--- src/rtl/cpu_pkg.sv ---
// Shared widths, opcode constants and instruction field layout for the ALU issue path.
package cpu_pkg;
  localparam int XLEN = 32;
  localparam int REGW = 5;

  localparam logic [4:0] OP_NOP  = 5'b00000;
  localparam logic [4:0] OP_ADD  = 5'b00001;
  localparam logic [4:0] OP_SUB  = 5'b00010;
  localparam logic [4:0] OP_AND  = 5'b00011;
  localparam logic [4:0] OP_OR   = 5'b00100;
  localparam logic [4:0] OP_XOR  = 5'b00101;
  localparam logic [4:0] OP_SLL  = 5'b00110;
  localparam logic [4:0] OP_SRL  = 5'b00111;
  localparam logic [4:0] OP_SRA  = 5'b01000;
  localparam logic [4:0] OP_ROR  = 5'b01001;
  localparam logic [4:0] OP_XNOR = 5'b01010;

  localparam int F_OP_LSB  = 27;
  localparam int F_RD_LSB  = 22;
  localparam int F_RS1_LSB = 17;
  localparam int F_RS2_LSB = 12;
  localparam int F_SH_LSB  = 7;
  localparam int F_IMM_BIT = 6;

  typedef struct packed {
    logic [REGW-1:0] opcode;
    logic [REGW-1:0] rd;
    logic [REGW-1:0] rs1;
    logic [REGW-1:0] rs2;
    logic [REGW-1:0] shamt;
    logic            use_imm;
    logic [5:0]      imm6;
  } instr_t;

  function automatic instr_t decode(input logic [XLEN-1:0] w);
    instr_t d;
    d.opcode  = w[F_OP_LSB  +: REGW];
    d.rd      = w[F_RD_LSB  +: REGW];
    d.rs1     = w[F_RS1_LSB +: REGW];
    d.rs2     = w[F_RS2_LSB +: REGW];
    d.shamt   = w[F_SH_LSB  +: REGW];
    d.use_imm = w[F_IMM_BIT];
    d.imm6    = w[5:0];
    return d;
  endfunction
endpackage

--- src/rtl/alu_hazard_unit.sv ---
// RAW check of the offered instruction against the X slot (stall) and A slot (forward).
module alu_hazard_unit
  import cpu_pkg::*;
(
  input  logic            instr_valid,
  input  logic [REGW-1:0] rs1,
  input  logic [REGW-1:0] rs2,
  input  logic            use_imm,
  input  logic            x_valid,
  input  logic [REGW-1:0] x_rd,
  input  logic            a_valid,
  input  logic [REGW-1:0] a_rd,
  output logic            stall,
  output logic            fwd1,
  output logic            fwd2
);
  // X result is not out of the ALU yet, so a match there can only be solved by waiting
  assign stall = instr_valid && x_valid && (x_rd != '0) &&
                 ((rs1 == x_rd) || (!use_imm && (rs2 == x_rd)));
  assign fwd1  = a_valid && (a_rd != '0) && (a_rd == rs1);
  assign fwd2  = a_valid && (a_rd != '0) && (a_rd == rs2);
endmodule

--- src/rtl/alu_issue_stage.sv ---
// Decode/issue into a 1-cycle ALU, hazard tracking through X/A slots, and writeback.
module alu_issue_stage
  import cpu_pkg::*;
(
  input  logic        clk,
  input  logic        rst,
  input  logic        instr_valid,
  input  logic [31:0] instr,
  output logic        instr_ready,
  output logic [4:0]  rf_raddr1,
  output logic [4:0]  rf_raddr2,
  input  logic [31:0] rf_rdata1,
  input  logic [31:0] rf_rdata2,
  output logic [4:0]  alu_opcode,
  output logic [31:0] input_1,
  output logic [31:0] input_2,
  output logic [4:0]  s_r_amount,
  input  logic [31:0] alu_result,
  output logic        wb_valid,
  output logic [4:0]  wb_addr,
  output logic [31:0] wb_data,
  output logic [31:0] issue_count,
  output logic [31:0] stall_count
);
  instr_t dec;
  logic stall, fwd1, fwd2, accept, issue;
  logic [XLEN-1:0] op1, op2;

  logic [4:0]      opcode_q, opcode_d, shamt_q, shamt_d;
  logic [XLEN-1:0] in1_q, in1_d, in2_q, in2_d;
  logic            x_valid_q, x_valid_d, a_valid_q, a_valid_d;
  logic [REGW-1:0] x_rd_q, x_rd_d, a_rd_q, a_rd_d;
  logic [31:0]     issue_count_q, issue_count_d, stall_count_q, stall_count_d;

  assign dec = decode(instr);

  alu_hazard_unit u_haz (
    .instr_valid (instr_valid),
    .rs1         (dec.rs1),
    .rs2         (dec.rs2),
    .use_imm     (dec.use_imm),
    .x_valid     (x_valid_q),
    .x_rd        (x_rd_q),
    .a_valid     (a_valid_q),
    .a_rd        (a_rd_q),
    .stall       (stall),
    .fwd1        (fwd1),
    .fwd2        (fwd2)
  );

  assign rf_raddr1   = dec.rs1;
  assign rf_raddr2   = dec.rs2;
  assign instr_ready = rst && !stall;
  assign accept      = instr_valid && instr_ready;
  assign issue       = accept && (dec.opcode != OP_NOP);

  always_comb begin
    op1 = '0;
    op2 = '0;
    if (dec.rs1 != '0) op1 = fwd1 ? alu_result : rf_rdata1;
    if (dec.rs2 != '0) op2 = fwd2 ? alu_result : rf_rdata2;

    // anything that is not an issued instruction enters X as an all-zero bubble
    opcode_d  = OP_NOP;
    in1_d     = '0;
    in2_d     = '0;
    shamt_d   = '0;
    x_valid_d = 1'b0;
    x_rd_d    = '0;
    if (issue) begin
      opcode_d  = dec.opcode;
      in1_d     = op1;
      in2_d     = dec.use_imm ? {{(XLEN-6){dec.imm6[5]}}, dec.imm6} : op2;
      shamt_d   = dec.shamt;
      x_valid_d = 1'b1;
      x_rd_d    = dec.rd;
    end
    a_valid_d     = x_valid_q;
    a_rd_d        = x_rd_q;
    issue_count_d = issue_count_q + {31'b0, issue};
    stall_count_d = stall_count_q + {31'b0, stall};
  end

  always_ff @(posedge clk) begin
    if (!rst) begin
      opcode_q      <= '0;
      in1_q         <= '0;
      in2_q         <= '0;
      shamt_q       <= '0;
      x_valid_q     <= 1'b0;
      x_rd_q        <= '0;
      a_valid_q     <= 1'b0;
      a_rd_q        <= '0;
      issue_count_q <= '0;
      stall_count_q <= '0;
    end else begin
      opcode_q      <= opcode_d;
      in1_q         <= in1_d;
      in2_q         <= in2_d;
      shamt_q       <= shamt_d;
      x_valid_q     <= x_valid_d;
      x_rd_q        <= x_rd_d;
      a_valid_q     <= a_valid_d;
      a_rd_q        <= a_rd_d;
      issue_count_q <= issue_count_d;
      stall_count_q <= stall_count_d;
    end
  end

  assign alu_opcode  = opcode_q;
  assign input_1     = in1_q;
  assign input_2     = in2_q;
  assign s_r_amount  = shamt_q;
  assign wb_valid    = rst && a_valid_q && (a_rd_q != '0);
  assign wb_addr     = a_rd_q;
  assign wb_data     = alu_result;
  assign issue_count = issue_count_q;
  assign stall_count = stall_count_q;
endmodule
--- config.mk ---
export PLATFORM = sky130hd
export DESIGN_NAME = alu_issue_stage
export DESIGN_NICKNAME = d
export VERILOG_FILES = /design/src/rtl/cpu_pkg.sv /design/src/rtl/alu_hazard_unit.sv /design/src/rtl/alu_issue_stage.sv
export SDC_FILE = /design/constraint.sdc
export NUM_CORES = 1
export LEC_CHECK = 0
export BUFFER_PORTS_ARGS = -buffer_cell sky130_fd_sc_hd__buf_2
export CAP_MARGIN = 20
export CORE_MARGIN = 1.5
export CORE_UTILIZATION = 44
export DETAILED_ROUTE_END_ITERATION = 7
export HOLD_SLACK_MARGIN = 0.15
export PLACE_DENSITY = 0.76
export SLEW_MARGIN = 10
export SYNTH_ARGS = -nofsm -noshare
export SYNTH_HDL_FRONTEND = slang
export SYNTH_SLANG_ARGS = --single-unit
--- constraint.sdc ---
create_clock -name clk -period 3.9 [get_ports clk]
set_input_delay 0.78 -clock clk [delete_from_list [all_inputs] [get_ports clk]]
set_output_delay 0.78 -clock clk [all_outputs]
set_load 0.05 [all_outputs]
==> out/results.txt, run 1 <==
Drt pass-1 iters -> 5
Tcrit/Tclk final -> 0.805
RSZ-0062 raised after global routing -> no
Row cnt -> 45
Congestion Overflow GR -> 0
Total core area -> 15,200 um2
WP data required -> 4.18 ns
Hold depth -> 1
Hold Crit Class -> reg2reg
Post-placement cell count -> 1,153
Crit Path Class -> reg2reg
Worst-case clock buffer depth -> 2
VDD IR max -> 305 uV
CTS buffer count -> 17
Clock share of power -> 0.437
Vias in the first global route -> 5,608
Routed len/inst -> 16.4 um
Crit. End Element -> flop
Vias per cell -> 5.14
H-tree depth -> 4
Synthesized cell area -> 6870 um2
Resized Gates After CTS -> 0
Drt total wl -> 19,500 um
Clk_skew -> 0.00903 ns
Synth-to-layout area growth -> 28.9%
Psw -> 1.04 mW
Largest cells by area after synthesis -> dfxtp_1 (44%), xnor2_1 (7.5%), buf_4 (5.1%), and3_1 (5.1%), mux2i_1 (4.7%)
WHS -> 0.480 ns
Final setup vio count -> 0
Initial antenna violation count -> 1
Ports -> 318
Top cells by count, synth -> dfxtp_1 (150), nor2_1 (62), xnor2_1 (59)
Worst-Skew Late Latency -> 0.41 ns
Setup TNS -> 0 ns
Slew @ Worst Pin -> 1.07 ns
Met3 routed WL -> 1440 um
Die area -> 16,400 um2
DRT met1 WL -> 7970 um
1st-iter DRT viols -> 430
Post-synth top area share -> 0.437
Internal power consumption -> 2.66 mW
Max-cap violation count -> 0
Worst slew margin -> 0.284
Sw frac -> 0.282
Final core occ -> 0.583
Avg Cell Area, Syn -> 9.52 um2
Comb pwr share -> 0.136
Antenna-violating nets left -> 0
Gr usage total -> 0.230
CP Launch Type -> flop
Number of synthesized flops with an enable pin -> 0
Post-DP HPWL -> 14,300 um
F_max -> 318 MHz
Cells after Synth -> 722
First-pass GRT wire length -> 29,300 um
Leakage -> 4.07 nW
Placed Area -> 8260 um2
Routability cong. -> 0.832
Top Layer Used -> met4
CP Data Arrival Time -> 3.42 ns
Fin. Hold Viols -> 0
Clk slew on worst S/H paths -> 0.06 ns
Power Density -> 418 nW/um2
Max FO, Critical Path -> 12
Outcome -> finished, final reports clean
IO buf count -> 317
Yosys warns -> 0
Nets@finish -> 1,120
Via count -> 6,098
Post-CTS Hold Fix Bufs -> 0
Die width -> 128 um
Metal2 WL -> 9710 um
Syn_nets -> 857
Top-count cell post-synth -> dfxtp_1
Design Area, Final -> 8860 um2
Sink Count -> 150
Asr flop ratio synth -> 0
Netlist cell types -> 41
Yosys top cell by area -> dfxtp_1
Prevailing post-synth register cell -> dfxtp_1
Drt drc -> 0
Root buffer cell -> clkbuf_16
Setup bufs post-CTS -> 0
Fraction of layout cells with a size suffix above 1 -> 0.406
Synth Register Bits -> 150
Sequential area share after synthesis -> 0.437
Fin cells -> 1,187
Die height -> 128 um
Initial core utilization -> 0.452
Tmin final -> 3.14 ns
Register share of total power -> 0.428
Largest net degree at the start of global routing -> 61
Slew Limit Fails -> 0
Cells on worst reg2reg path -> 11
CTS tree -> built
cells in the final DEF, fill, tap and decap left out, types with 27 or more instances in the layout:
master	n
and3_1	56
mux2i_1	32
xnor2_1	59
dfxtp_1	150
nor3_1	40
nor2_1	60
o31a_1	27
and2_1	30
nand2_1	35
buf_2	317
flip-flops by register name, summed over array words and instances, names as in the netlist:
signal	count
a_valid_q	1
input_2	32
input_1	32
alu_opcode	5
a_rd_d	5
s_r_amount	5
stall_count	32
issue_count	32
a_valid_d	1
wb_addr	5
routing by layer:
metal  vias to the layer above  GRT usage
li1                       2984          -
met1                      2879      0.274
met2                       211      0.388
met3                        24     0.0747
met4                         0     0.0833
met5                         -          0
area by class of cell:
class                      count  area (um2)
antenna                        1        2.50
clock buffer                  17         425
clock inverter                15         158
fill                        1369        6340
inverter                      15        56.3
multi-input combinational    475        3320
sequential                   150        3000
tap                          188         235
timing repair buffer         326        1660
worst max-delay path, cell delays in order (launching register included):
cell	delay [ns]
dfxtp_1	0.36
or4_1	0.54
o211ai_2	0.24
o211ai_4	0.11
inv_2	0.07
ha_1	0.17
ha_1	0.21
nand4_1	0.11
or3_1	0.59
nor4_2	0.37
xnor2_1	0.17
nor2_1	0.05
cells by family (layout without fill, tap and decap cells):
group | Yosys count | count (layout) | share of synthesized area
mux | 37 | 37 | 0.0575
compound gates | 53 | 53 | 0.0610
simple gates | 308 | 308 | 0.260
fa+ha+maj | 4 | 4 | 0.00728
flops | 150 | 150 | 0.437
other cells | 0 | 1 | 0
xor+xnor | 73 | 73 | 0.0930
buf+inv | 97 | 373 | 0.0845
through the flow:
stage               setup slack, ns  power, mW
finish                        0.760       3.71
global route                  0.556       3.83
CTS                           0.743       3.74
detailed placement            0.498       2.12
global placement              0.585       2.12
floorplan                     0.678       1.98
path summary, 6_finish.rpt:
kind                                        end  startpoint  slack [ns]
worst max-delay path            issue_count[26]   a_rd_d[1]        0.76
worst min-delay path                  a_valid_q   a_valid_d        0.48
worst max register to register  issue_count[26]   a_rd_d[1]        0.76
worst min register to register        a_valid_q   a_valid_d        0.48
power groups by stage:
stage	sequential (mW)	combinational [mW]	clock [mW]
5_1_grt	1.59	0.529	1.72
3_5_place_dp	1.62	0.502	0
3_3_place_gp	1.62	0.498	0
6_report	1.59	0.503	1.62
4_1_cts	1.59	0.503	1.65
2_1_floorplan	1.74	0.238	0
Note: power is estimated with default switching activity, not from simulation.
==> run 2: changes to the inputs <==
==> constraint.sdc (replaced) <==
create_clock -name clk -period 2.9 [get_ports clk]
set_input_delay 0.58 -clock clk [delete_from_list [all_inputs] [get_ports clk]]
set_output_delay 0.58 -clock clk [all_outputs]
set_load 0.05 [all_outputs]
==> run 2 against run 1 <==
Cell count increased by 1.9%. Hold slack got worse by 0.12 ns. Clock-buffer cell count increased by 3. Register-to-register slack got worse by 0.67 ns. Non-clock buffer count increased by 23. Sequential share of layout area decreased by 1.0 points. First-iteration DRC count decreased by 3.3%. Cell area increased by 3.2%. Global-route usage increased by 0.76 points. Total power increased by 32%. Largest cell class unchanged. Wire length increased by 1.5%.
==> out/results.txt, run 2 (synthesis gave the netlist of run 1 again) <==
Clk_skew -> 0.0102 ns (was 0.00903 ns)
Min-Delay Endpoint -> s_r_amount[1] (was a_valid_q)
Fraction of layout cells with a size suffix above 1 -> 0.423 (was 0.406)
Post-CTS Hold Fix Bufs -> 0 (unchanged)
Storage element area -> 3000 um2 (unchanged)
Post-placement cell count -> 1,177 (was 1,153)
Max FO, Critical Path -> 4 (was 12)
Drt pass-1 iters -> 4 (was 5)
Initial antenna violation count -> 0 (was 1)
Setup ws final -> 0.0875 ns (was 0.760 ns)
Final core occ -> 0.601 (was 0.583)
Power Density -> 534 nW/um2 (was 418 nW/um2)
Post-DP HPWL -> 14,600 um (was 14,300 um)
FF-to-FF Start -> a_rd_d[1] (unchanged)
First-pass GRT wire length -> 30,400 um (was 29,300 um)
Tcrit/Tclk final -> 0.970 (was 0.805)
CP Launch Type -> flop (unchanged)
Congestion Overflow GR -> 0 (unchanged)
IO buf count -> 317 (unchanged)
Routed len/inst -> 16.4 um (about the same)
Gr usage total -> 0.238 (was 0.230)
FILL cells -> 1,332 (was 1,369)
Reg-to-reg endpoint -> issue_count[13] (was issue_count[26])
Die height -> 128 um (unchanged)
Initial core utilization -> 0.452 (unchanged)
CP Data Arrival Time -> 3.16 ns (was 3.42 ns)
CTS tree -> built (unchanged)
Synth-to-layout area growth -> 33.0% (was 28.9%)
Vias in the first global route -> 5,934 (was 5,608)
Row cnt -> 45 (unchanged)
RSZ-0062 raised after global routing -> yes (was no)
Fin cells -> 1,209 (was 1,187)
Slew @ Worst Pin -> 1.02 ns (was 1.07 ns)
Worst-Skew Late Latency -> 0.42 ns (was 0.41 ns)
VDD IR max -> 371 uV (was 305 uV)
Most frequent cells in the layout -> buf_2 (317), dfxtp_1 (150), nor2_1 (60) (unchanged)
Die width -> 128 um (unchanged)
Area of the multi-input gates -> 3430 um2 (was 3320 um2)
Worst-case clock buffer depth -> 2 (unchanged)
Outcome -> finished, final reports clean (unchanged)
Design Area, Final -> 9140 um2 (was 8860 um2)
Ports -> 318 (unchanged)
Via count -> 6,178 (was 6,098)
Slew Limit Fails -> 0 (unchanged)
Nets@finish -> 1,143 (was 1,120)
Total core area -> 15,200 um2 (unchanged)
H-tree depth -> 4 (unchanged)
Largest net degree at the start of global routing -> 56 (was 61)
Ant. Diodes -> 0 (was 1)
Crit Path Class -> reg2reg (unchanged)
Final setup vio count -> 0 (unchanged)
F_max -> 356 MHz (was 318 MHz)
WP data required -> 3.25 ns (was 4.18 ns)
Cells on worst reg2reg path -> 10 (was 11)
Sink Count -> 150 (unchanged)
Most common cell after layout, fill and taps aside -> buf_2 (unchanged)
1st-iter DRT viols -> 416 (was 430)
CTS buffer count -> 17 (unchanged)
Clk slew on worst S/H paths -> 0.06 ns (about the same)
Root buffer cell -> clkbuf_16 (unchanged)
Total power -> 4.88 mW (was 3.71 mW)
Vias per cell -> 5.11 (was 5.14)
Drt drc -> 0 (unchanged)
Hold Crit Class -> in2reg (was reg2reg)
Placed Area -> 8530 um2 (was 8260 um2)
Fin. Hold Viols -> 0 (unchanged)
Drt total wl -> 19,800 um (was 19,500 um)
Worst Min Path Start -> instr[8] (was a_valid_d)
Reg-to-reg slack, setup -> 0.09 ns (was 0.76 ns)
Hold depth -> 2 (was 1)
Worst slew margin -> 0.319 (was 0.284)
Tmin final -> 2.81 ns (was 3.14 ns)
Crit. End Element -> flop (unchanged)
Max-cap violation count -> 0 (unchanged)
Antenna-violating nets left -> 0 (unchanged)
Die area -> 16,400 um2 (unchanged)
Dpl ws -> -0.0370 ns (was 0.498 ns)
Leakage -> 4.28 nW (was 4.07 nW)
Routability cong. -> 0.822 (was 0.832)
run 2: cell types whose count changed in the layout (fill, tap and decap cells not counted), moves of 2 or more:
cell	previous run	this run
buf_4	8	28
nor4_4	2	8
buf_12	0	3
nor4_2	6	1
ha_4	0	2
clkinv_4	5	3
clkbuf_1	0	2
ha_1	4	2
run 2: final cells by class:
cell class	count	share of cell area
Inverter	15	0.00616
Clock inverter	12	0.0116
Multi-Input combinational cell	475	0.375
Clock buffer	20	0.0489
Tap cell	188	0.0257
Sequential cell	150	0.328
Timing Repair Buffer	349	0.204
run 2: layer usage:
| layer | track usage | up-vias | wire (um) |
|---|---|---|---|
| met1 | 0.289 | 2920 | 8310 |
| met5 | 0 | - | 0 |
| met3 | 0.0630 | 27 | 1280 |
| met2 | 0.409 | 213 | 9870 |
| met4 | 0.0767 | 0 | 344 |
| li1 | - | 3018 | - |
run 2: repair_timing:
action | CTS | global route
setup endpoints to repair | 0 | 20
resized for setup | 0 | 8
buffers inserted | 0 | 0
run 2: where the power goes:
group          switching, mW  internal (mW)  total (mW)
combinational          0.484          0.210       0.694
sequential            0.0189           2.11        2.13
clock                  0.857           1.20        2.06
run 2: worst max path at each step:
stage | startpoint | end | slack, ns | depth (start not counted)
after floorplan | a_rd_d[1] | issue_count[28] | 0.01 | 13
after global placement | instr[16] | issue_count[23] | -0.003 | 13
after detailed placement | instr[16] | issue_count[23] | -0.04 | 13
after CTS | a_rd_d[1] | issue_count[27] | 0.03 | 11
after global routing | a_rd_d[1] | stall_count[28] | -0.05 | 13
final | a_rd_d[1] | issue_count[13] | 0.09 | 10
run 2: worst max-delay path: stages (launching register included):
cell	delay, ns
dfxtp_1	0.31
or4_4	0.54
o211ai_4	0.21
o211ai_4	0.10
inv_2	0.09
ha_4	0.15
and4_1	0.21
or4b_4	0.52
buf_4	0.17
or3_1	0.31
a21oi_1	0.15
run 2: metrics by stage:
step	TNS, ns	hold WS [ns]
2_1_floorplan	0	0.454
3_3_place_gp	-0.00291	0.469
3_5_place_dp	-0.112	0.491
4_1_cts	0	0.342
5_1_grt	-0.221	0.353
6_report	0	0.361
